**config.mk**
```make
export PLATFORM = sky130hd
export DESIGN_NAME = noc_input_buffer_bank
export DESIGN_NICKNAME = d
export VERILOG_FILES = /design/src/rtl/noc_input_buffer_bank_pkg.sv /design/src/rtl/noc_input_buffer_bank_fifo.sv /design/src/rtl/noc_input_buffer_bank.sv
export SDC_FILE = /design/constraint.sdc
export NUM_CORES = 1
export LEC_CHECK = 0
export ABC_AREA = 0
export CORE_ASPECT_RATIO = 1.4
export CORE_UTILIZATION = 45
export CTS_BUF_LIST = sky130_fd_sc_hd__clkbuf_8 sky130_fd_sc_hd__clkbuf_16
export DETAILED_ROUTE_END_ITERATION = 12
export PLACE_DENSITY = 0.66
export SLEW_MARGIN = 10
export SYNTH_ARGS = -nofsm -noshare
export SYNTH_HDL_FRONTEND = slang
export SYNTH_SLANG_ARGS = --single-unit
```
**constraint.sdc**
```tcl
create_clock -name i_clk -period 4.3 [get_ports i_clk]
set_input_delay 0.86 -clock i_clk [delete_from_list [all_inputs] [get_ports i_clk]]
set_output_delay 0.86 -clock i_clk [all_outputs]
set_load 0.01 [all_outputs]
```
**src/rtl/noc_input_buffer_bank_pkg.sv**
```systemverilog
// -----------------------------------------------------------------------------
// noc package: shared types and constants for the stop/void NoC link buffers.
//
// Contents:
//   kNumPorts  - number of router ports (N, S, W, E, P)
//   AllPorts   - enable mask with every port present
//   port_e     - port index enum, bit 0 of every port vector is North
//   preamble_t - flit preamble carried in the top bits of each flit
//   cnt_width  - width of an occupancy counter able to hold 0..depth
//
// Optional feature macro used by the bank: NOC_INPUT_BUFFER_BYPASS_EN
// -----------------------------------------------------------------------------
package noc;

   localparam int kNumPorts = 5;
   localparam logic [kNumPorts-1:0] AllPorts = 5'b11111;

   typedef enum logic [2:0] {
      kNorthPort = 3'd0,
      kSouthPort = 3'd1,
      kWestPort  = 3'd2,
      kEastPort  = 3'd3,
      kLocalPort = 3'd4
   } port_e;

   typedef struct packed {
      logic       head;
      logic       tail;
      logic [1:0] vc;
   } preamble_t;

   // Counter must represent the full state (Depth entries), hence depth+1.
   function automatic int cnt_width(input int depth);
      return $clog2(depth + 1);
   endfunction

endpackage

```
**src/rtl/noc_input_buffer_bank_fifo.sv**
```systemverilog
// -----------------------------------------------------------------------------
// noc_stop_void_fifo: one port's stop/void input FIFO.
//
// Ports:
//   i_clk, i_rst_n    - clock, asynchronous active-low reset
//   i_data, i_void    - incoming flit and its "no flit" flag
//   i_stop            - downstream refuses the head this cycle
//   o_data, o_void    - head flit and its "invalid" flag
//   o_stop            - registered back-pressure towards upstream
//   o_overflow        - sticky: a flit arrived while the FIFO was full
//
// Optional feature: NOC_INPUT_BUFFER_BYPASS_EN lets a flit arriving at an
// empty FIFO with i_stop low go straight to o_data in the same cycle.
// -----------------------------------------------------------------------------
module noc_stop_void_fifo
   import noc::*;
#(
   parameter int Width      = 32,
   parameter int Depth      = 4,
   parameter int StopMargin = 1
) (
   input  logic             i_clk,
   input  logic             i_rst_n,
   input  logic [Width-1:0] i_data,
   input  logic             i_void,
   input  logic             i_stop,
   output logic [Width-1:0] o_data,
   output logic             o_void,
   output logic             o_stop,
   output logic             o_overflow
);

   localparam int CW = cnt_width(Depth);
   localparam int PW = (Depth > 1) ? $clog2(Depth) : 1;
   localparam logic [CW-1:0] DepthC     = CW'(Depth);
   localparam logic [CW-1:0] StopThresh = CW'(Depth - StopMargin);
   localparam logic [PW-1:0] LastPtr    = PW'(Depth - 1);

   logic [Width-1:0] r_mem [Depth];
   logic [CW-1:0]    r_cnt;
   logic [PW-1:0]    r_wr_ptr;
   logic [PW-1:0]    r_rd_ptr;
   logic [Width-1:0] r_head;
   logic             r_void;
   logic             r_stop;
   logic             r_overflow;

   logic             w_bypass;
   logic             w_pop;
   logic             w_full;
   logic             w_push;
   logic             w_drop;
   logic [CW-1:0]    w_cnt_next;
   logic [PW-1:0]    w_wr_ptr_next;
   logic [PW-1:0]    w_rd_ptr_next;
   logic [Width-1:0] w_head_next;

`ifdef NOC_INPUT_BUFFER_BYPASS_EN
   assign w_bypass = (r_cnt == '0) && !i_void && !i_stop;
   assign o_data   = w_bypass ? i_data : r_head;
   assign o_void   = r_void && !w_bypass;
`else
   assign w_bypass = 1'b0;
   assign o_data   = r_head;
   assign o_void   = r_void;
`endif

   assign o_stop     = r_stop;
   assign o_overflow = r_overflow;

   always_comb begin
      // A pop only ever consumes a stored entry, never a bypassed flit.
      w_pop  = !r_void && !i_stop;
      // Full-with-pop frees a slot in the same cycle, so it still accepts.
      w_full = (r_cnt == DepthC) && !w_pop;
      w_push = !i_void && !w_full && !w_bypass;
      w_drop = !i_void && w_full;

      w_cnt_next = r_cnt + {{(CW-1){1'b0}}, w_push} - {{(CW-1){1'b0}}, w_pop};

      w_wr_ptr_next = r_wr_ptr;
      if (w_push) begin
         w_wr_ptr_next = (r_wr_ptr == LastPtr) ? '0 : r_wr_ptr + PW'(1);
      end
      w_rd_ptr_next = r_rd_ptr;
      if (w_pop) begin
         w_rd_ptr_next = (r_rd_ptr == LastPtr) ? '0 : r_rd_ptr + PW'(1);
      end

      // Head register: takes the incoming flit when it becomes the only
      // entry, otherwise the next stored entry after a pop; holds when empty.
      w_head_next = r_head;
      if (w_bypass) begin
         w_head_next = i_data;
      end else if (w_cnt_next != '0) begin
         if ((r_cnt == '0) || ((r_cnt == CW'(1)) && w_pop)) begin
            w_head_next = i_data;
         end else if (w_pop) begin
            w_head_next = r_mem[w_rd_ptr_next];
         end
      end
   end

   always_ff @(posedge i_clk) begin
      if (w_push) begin
         r_mem[r_wr_ptr] <= i_data;
      end
   end

   always_ff @(posedge i_clk or negedge i_rst_n) begin
      if (!i_rst_n) begin
         r_cnt      <= '0;
         r_wr_ptr   <= '0;
         r_rd_ptr   <= '0;
         r_head     <= '0;
         r_void     <= 1'b1;
         r_stop     <= 1'b0;
         r_overflow <= 1'b0;
      end else begin
         r_cnt    <= w_cnt_next;
         r_wr_ptr <= w_wr_ptr_next;
         r_rd_ptr <= w_rd_ptr_next;
         r_head   <= w_head_next;
         r_void   <= (w_cnt_next == '0);
         r_stop   <= (w_cnt_next >= StopThresh);
         if (w_drop) begin
            r_overflow <= 1'b1;
         end
      end
   end

endmodule

```
**src/rtl/noc_input_buffer_bank.sv**
```systemverilog
// -----------------------------------------------------------------------------
// noc_input_buffer_bank: five independent stop/void input FIFOs placed between
// the tile link wires and the router inputs. Disabled ports carry no storage.
//
// Ports (all vectors indexed N=0, S, W, E, P=4):
//   i_clk, i_rst_n     - clock, asynchronous active-low reset
//   i_data_in          - incoming flit per port
//   i_data_void_in     - 1 = no flit on that port this cycle
//   o_stop_out         - registered back-pressure to upstream
//   o_data_out         - head flit per port
//   o_data_void_out    - 1 = head invalid
//   i_stop_in          - router refuses the head this cycle
//   o_overflow         - sticky flag: flit arrived while the FIFO was full
//
// Optional feature macro: NOC_INPUT_BUFFER_BYPASS_EN (0-cycle bypass path
// when a port is empty and not stopped).
// -----------------------------------------------------------------------------
module noc_input_buffer_bank
   import noc::*;
#(
   parameter int Width      = 32,
   parameter int Depth      = 4,
   parameter int StopMargin = 1,
   parameter logic [kNumPorts-1:0] Ports = AllPorts
) (
   input  logic                            i_clk,
   input  logic                            i_rst_n,
   input  logic [kNumPorts-1:0][Width-1:0] i_data_in,
   input  logic [kNumPorts-1:0]            i_data_void_in,
   output logic [kNumPorts-1:0]            o_stop_out,
   output logic [kNumPorts-1:0][Width-1:0] o_data_out,
   output logic [kNumPorts-1:0]            o_data_void_out,
   input  logic [kNumPorts-1:0]            i_stop_in,
   output logic [kNumPorts-1:0]            o_overflow
);

   generate
      for (genvar gi = 0; gi < kNumPorts; gi++) begin : g_port
         if (Ports[gi]) begin : g_on
            noc_stop_void_fifo #(
               .Width      (Width),
               .Depth      (Depth),
               .StopMargin (StopMargin)
            ) u_fifo (
               .i_clk      (i_clk),
               .i_rst_n    (i_rst_n),
               .i_data     (i_data_in[gi]),
               .i_void     (i_data_void_in[gi]),
               .i_stop     (i_stop_in[gi]),
               .o_data     (o_data_out[gi]),
               .o_void     (o_data_void_out[gi]),
               .o_stop     (o_stop_out[gi]),
               .o_overflow (o_overflow[gi])
            );
         end else begin : g_off
            // Absent port: looks permanently empty and never pushes back.
            assign o_data_out[gi]      = '0;
            assign o_data_void_out[gi] = 1'b1;
            assign o_stop_out[gi]      = 1'b0;
            assign o_overflow[gi]      = 1'b0;
         end
      end
   endgenerate

endmodule
```
==> metrics.md <==
| Metric | Value |
|---|---|
| Status | `finished clean` |
| Slew of the pin with the lowest slew margin | `approximately 800 ps` |
| Top-level I/O count | `~350` |
| EDFF count, synth | `between 600 and 700` |
| Critical path fanouts, max | `32` |
| Layout cell share with drive strength beyond 1 | `18.34%` |
| Endpoints failing setup | `0` |
| Clock latency on the worst-skew pair | `between 600 and 700 ps` |
| R2R Path Start | `g_port[4].g_on.u_fifo.o_void` |
| Via count | `~17,000` |
| Crit. End Element | `flop` |
| TritonCTS buffer count | `about 80` |
| Crit-path cells | `clkdlybuf4s50_1 -> or2_1 -> inv_1 -> ha_1 -> inv_1 -> ha_1 -> fa_1 -> xnor3_1 -> o32a_1 -> buf_4 -> and3_1 -> a221o_1` |
| Post_cts resized | `0` |
| Worst Path Required | `between 4000 and 5000 ps` |
| Antenna violations before repair | `12` |
| First-pass GRT wire length | `between 100,000 and 150,000 µm` |
| Via/cell ratio | `5.669` |
| XOR/XNOR share of the synthesized area | `less than 1%` |
| Port Buffer Count | `346` |
| Adder-Cell Fraction of Synth Area | `under 10%` |
| Worst IR Drop VDD | `0.9353 mV` |
| Clock Path Buffers | `3` |
| Clk slew on worst S/H paths | `roughly 60 ps` |
| Largest family of logic cells by synthesized area | `multiplexers` |
| Pleak | `between 10 and 15 nW` |
| Synth area leader | `edfxtp_1` |
| Final Wtd Congestion | `0.7828` |
| Synth top cells by count | `edfxtp_1 (640), dfrtp_1 (205), a221o_1 (160), and3_1 (160), mux4_2 (150)` |
| P&R area growth vs syn | `22.52%` |
| CTS root buffer | `clkbuf_16` |
| Top FF cell, synth | `edfxtp_1` |
| Remaining antenna violation count | `0` |
| Fraction of registers with async set/reset | `between 20% and 30%` |
| DIE AREA | `around 75,000 µm²` |
| CTS tree | `yes` |
| Yosys warning total | `0` |
| Post-synthesis simple-gate area fraction | `4.099%` |
| # hold bufs at CTS | `0` |
| Std-Cell Rows | `roughly 120` |
| RSZ-0062 raised after global routing | `no` |
| Pins over their slew limit | `0` |
| Most frequent cell after synthesis | `edfxtp_1` |
| CP max-delay cell | `clkdlybuf4s50_1` |
| Final net count | `~2,200` |
| GRT Util Overall | `20.33%` |
| Main area contributors after synthesis | `edfxtp_1 (58%), dfrtp_1 (15%), mux4_2 (10%)` |
| Fin. Hold Viols | `0` |
| Drt wl/cell | `roughly 24 µm` |
| WHS | `255.3 ps` |
| Initial Util | `between 40% and 50%` |
| Pwr dens | `roughly 780 nW/µm²` |
| Startpoint Class | `input port` |
| Post-synthesis compound-gate area fraction | `under 10%` |
| Vias in the first global route | `roughly 19,000` |
| Mapped Nets | `between 1,500 and 2,000` |
| CTS sink count | `between 800 and 900` |
| Pin count of the biggest net entering global routing | `82` |
| Setup TNS | `0 ps` |
| Critical Path Max Stage Delay | `500 ps` |
| HPWL after DPL | `around 46,000 µm` |
| Detailed Route Iter0 Violations | `1,108` |
| #FFs+latches synth | `850` |
| Syn avg cell area | `a little over 20 µm²` |
| Fmax | `approximately 280 MHz` |
| Synthesized cell area | `33,120 µm²` |
| Chip height | `between 300 and 400 µm` |
| Worst r2r path cells | `11` |
| Global route overflow | `0` |
| Unique masters post-synth | `32` |
| Setup bufs post-CTS | `0` |
| Worst min-delay path class | `input port to asynchronous set/reset pin` |
| Die Wd | `231.3 µm` |
| Tcrit/Tclk final | `83.31%` |
| DRT Pass-1 Iters | `4` |
| H-Tree Depth | `3` |
| Reg2Reg Setup Slack | `between 900 and 1000 ps` |
| DR DRC count | `0` |
| Slew headroom | `approximately 48%` |
| CP Class | `input port to flop` |
| CP arrival | `4090 ps` |
| Setup Skew | `between 20 and 30 ps` |
| R2r endpoint | `g_port[4].g_on.u_fifo.o_data[17]` |
| Minimum clock period | `3583 ps` |
| Post-synthesis sequential area ratio | `73.92%` |
| Placeable Area | `72,760 µm²` |
| Post-synthesis cell count | `between 1,500 and 2,000` |
| Post-synth top area share | `approximately three fifths` |
| Routed WL | `74,780 µm` |
| Max cap viols | `0` |
| Multiplexer share of the synthesized area | `11.16%` |
==> cells by family (layout without fill, tap and decap cells) <==
group           Yosys count  count (layout)
flops                   850             850
mux                     165             165
compound gates          205             205
simple gates            230             230
fa+ha+maj                40              40
buf+inv                 150             610
other cells               0               1
xor+xnor                  5               5
==> layer usage <==
layer,up-vias,GRT usage (%),wire length [µm]
li1,7612,-,-
met1,9119,25.31,29740
met2,473,34.45,37970
met3,111,5.545,5558
met4,22,6.372,1373
met5,-,0,147
==> critical path: cells and delay by family <==
kind / cells / cell delay, ps
buf+inv: 4 / 930
fa+ha+maj: 3 / 880
compound gates: 2 / 590
simple gates: 2 / 500
xor+xnor: 1 / 300
==> state kept, by name (all words and copies together), names as in the netlist <==
name / cells
g_port.g_on.u_fifo.o_stop: 5
g_port.g_on.u_fifo.o_data: 160
g_port.g_on.u_fifo.r_mem: 640
g_port.g_on.u_fifo.o_void: 5
g_port.g_on.u_fifo.r_wr_ptr: 10
g_port.g_on.u_fifo.r_cnt: 15
g_port.g_on.u_fifo.o_overflow: 5
g_port.g_on.u_fifo.r_rd_ptr: 10
==> report_power, final <==
part / leakage [nW] / internal (W) / switching (W)
Combinational: 5.12 / 0.00594 / 0.00616
Clock: 1.42 / 0.00426 / 0.00307
Sequential: 8.40 / 0.0112 / 0.000938
Total: 15.0 / 0.0214 / 0.0102
==> cell usage in the layout (no fill, tap or decap), types with 6 or more instances in the layout <==
cell type          n
clkinv_1           6
buf_12            12
nand2_1           10
clkbuf_8          14
clkinv_2           9
ha_1              35
dfrtp_1          205
and2_1            20
inv_1             53
mux4_1            10
nor2_1            10
o21ai_0           10
buf_4             65
nor3_1            10
clkbuf_16         83
bufinv_16          8
and3_1           160
clkdlybuf4s50_1  345
mux4_2           150
edfxtp_1         640
a221o_1          160
==> stage by stage <==
stage | power [W] | setup slack, ps | utilization [%] | std cells | instance area, µm²
6_report | 0.03158 | 717.5 | 55.77 | 3058 | 40580
4_1_cts | 0.03204 | 754.6 | 55.77 | 3057 | 40570
3_3_place_gp | 0.02423 | 148.1 | 51.95 | 2905 | 37800
3_5_place_dp | 0.02464 | 70.30 | 51.95 | 2905 | 37800
2_1_floorplan | 0.01987 | 761.0 | - | 1645 | 33120
5_1_grt | 0.03320 | 589.5 | 55.77 | 3058 | 40580
==> worst max-delay path by stage <==
stage | from | to | cells past startpoint
floorplan | i_stop_in[3] | g_port[3].g_on.u_fifo.o_data[10] | 12
global placement | i_stop_in[2] | g_port[2].g_on.u_fifo.o_data[24] | 11
detailed placement | i_stop_in[2] | g_port[2].g_on.u_fifo.o_data[17] | 11
CTS | i_stop_in[4] | g_port[4].g_on.u_fifo.o_data[17] | 12
global route | i_stop_in[1] | g_port[1].g_on.u_fifo.o_data[18] | 11
finish | i_stop_in[4] | g_port[4].g_on.u_fifo.o_data[17] | 12
==> cell type report <==
cell class	count	area, µm²
Fill cell	5529	32180
Sequential cell	850	24480
Multi-Input combinational cell	645	7797
Timing Repair Buffer	423	4197
Clock buffer	97	2270
Tap cell	952	1191
Clock inverter	55	506.7
Inverter	35	131.4
Antenna cell	1	2.502
Power figures use the tool's default switching activity.
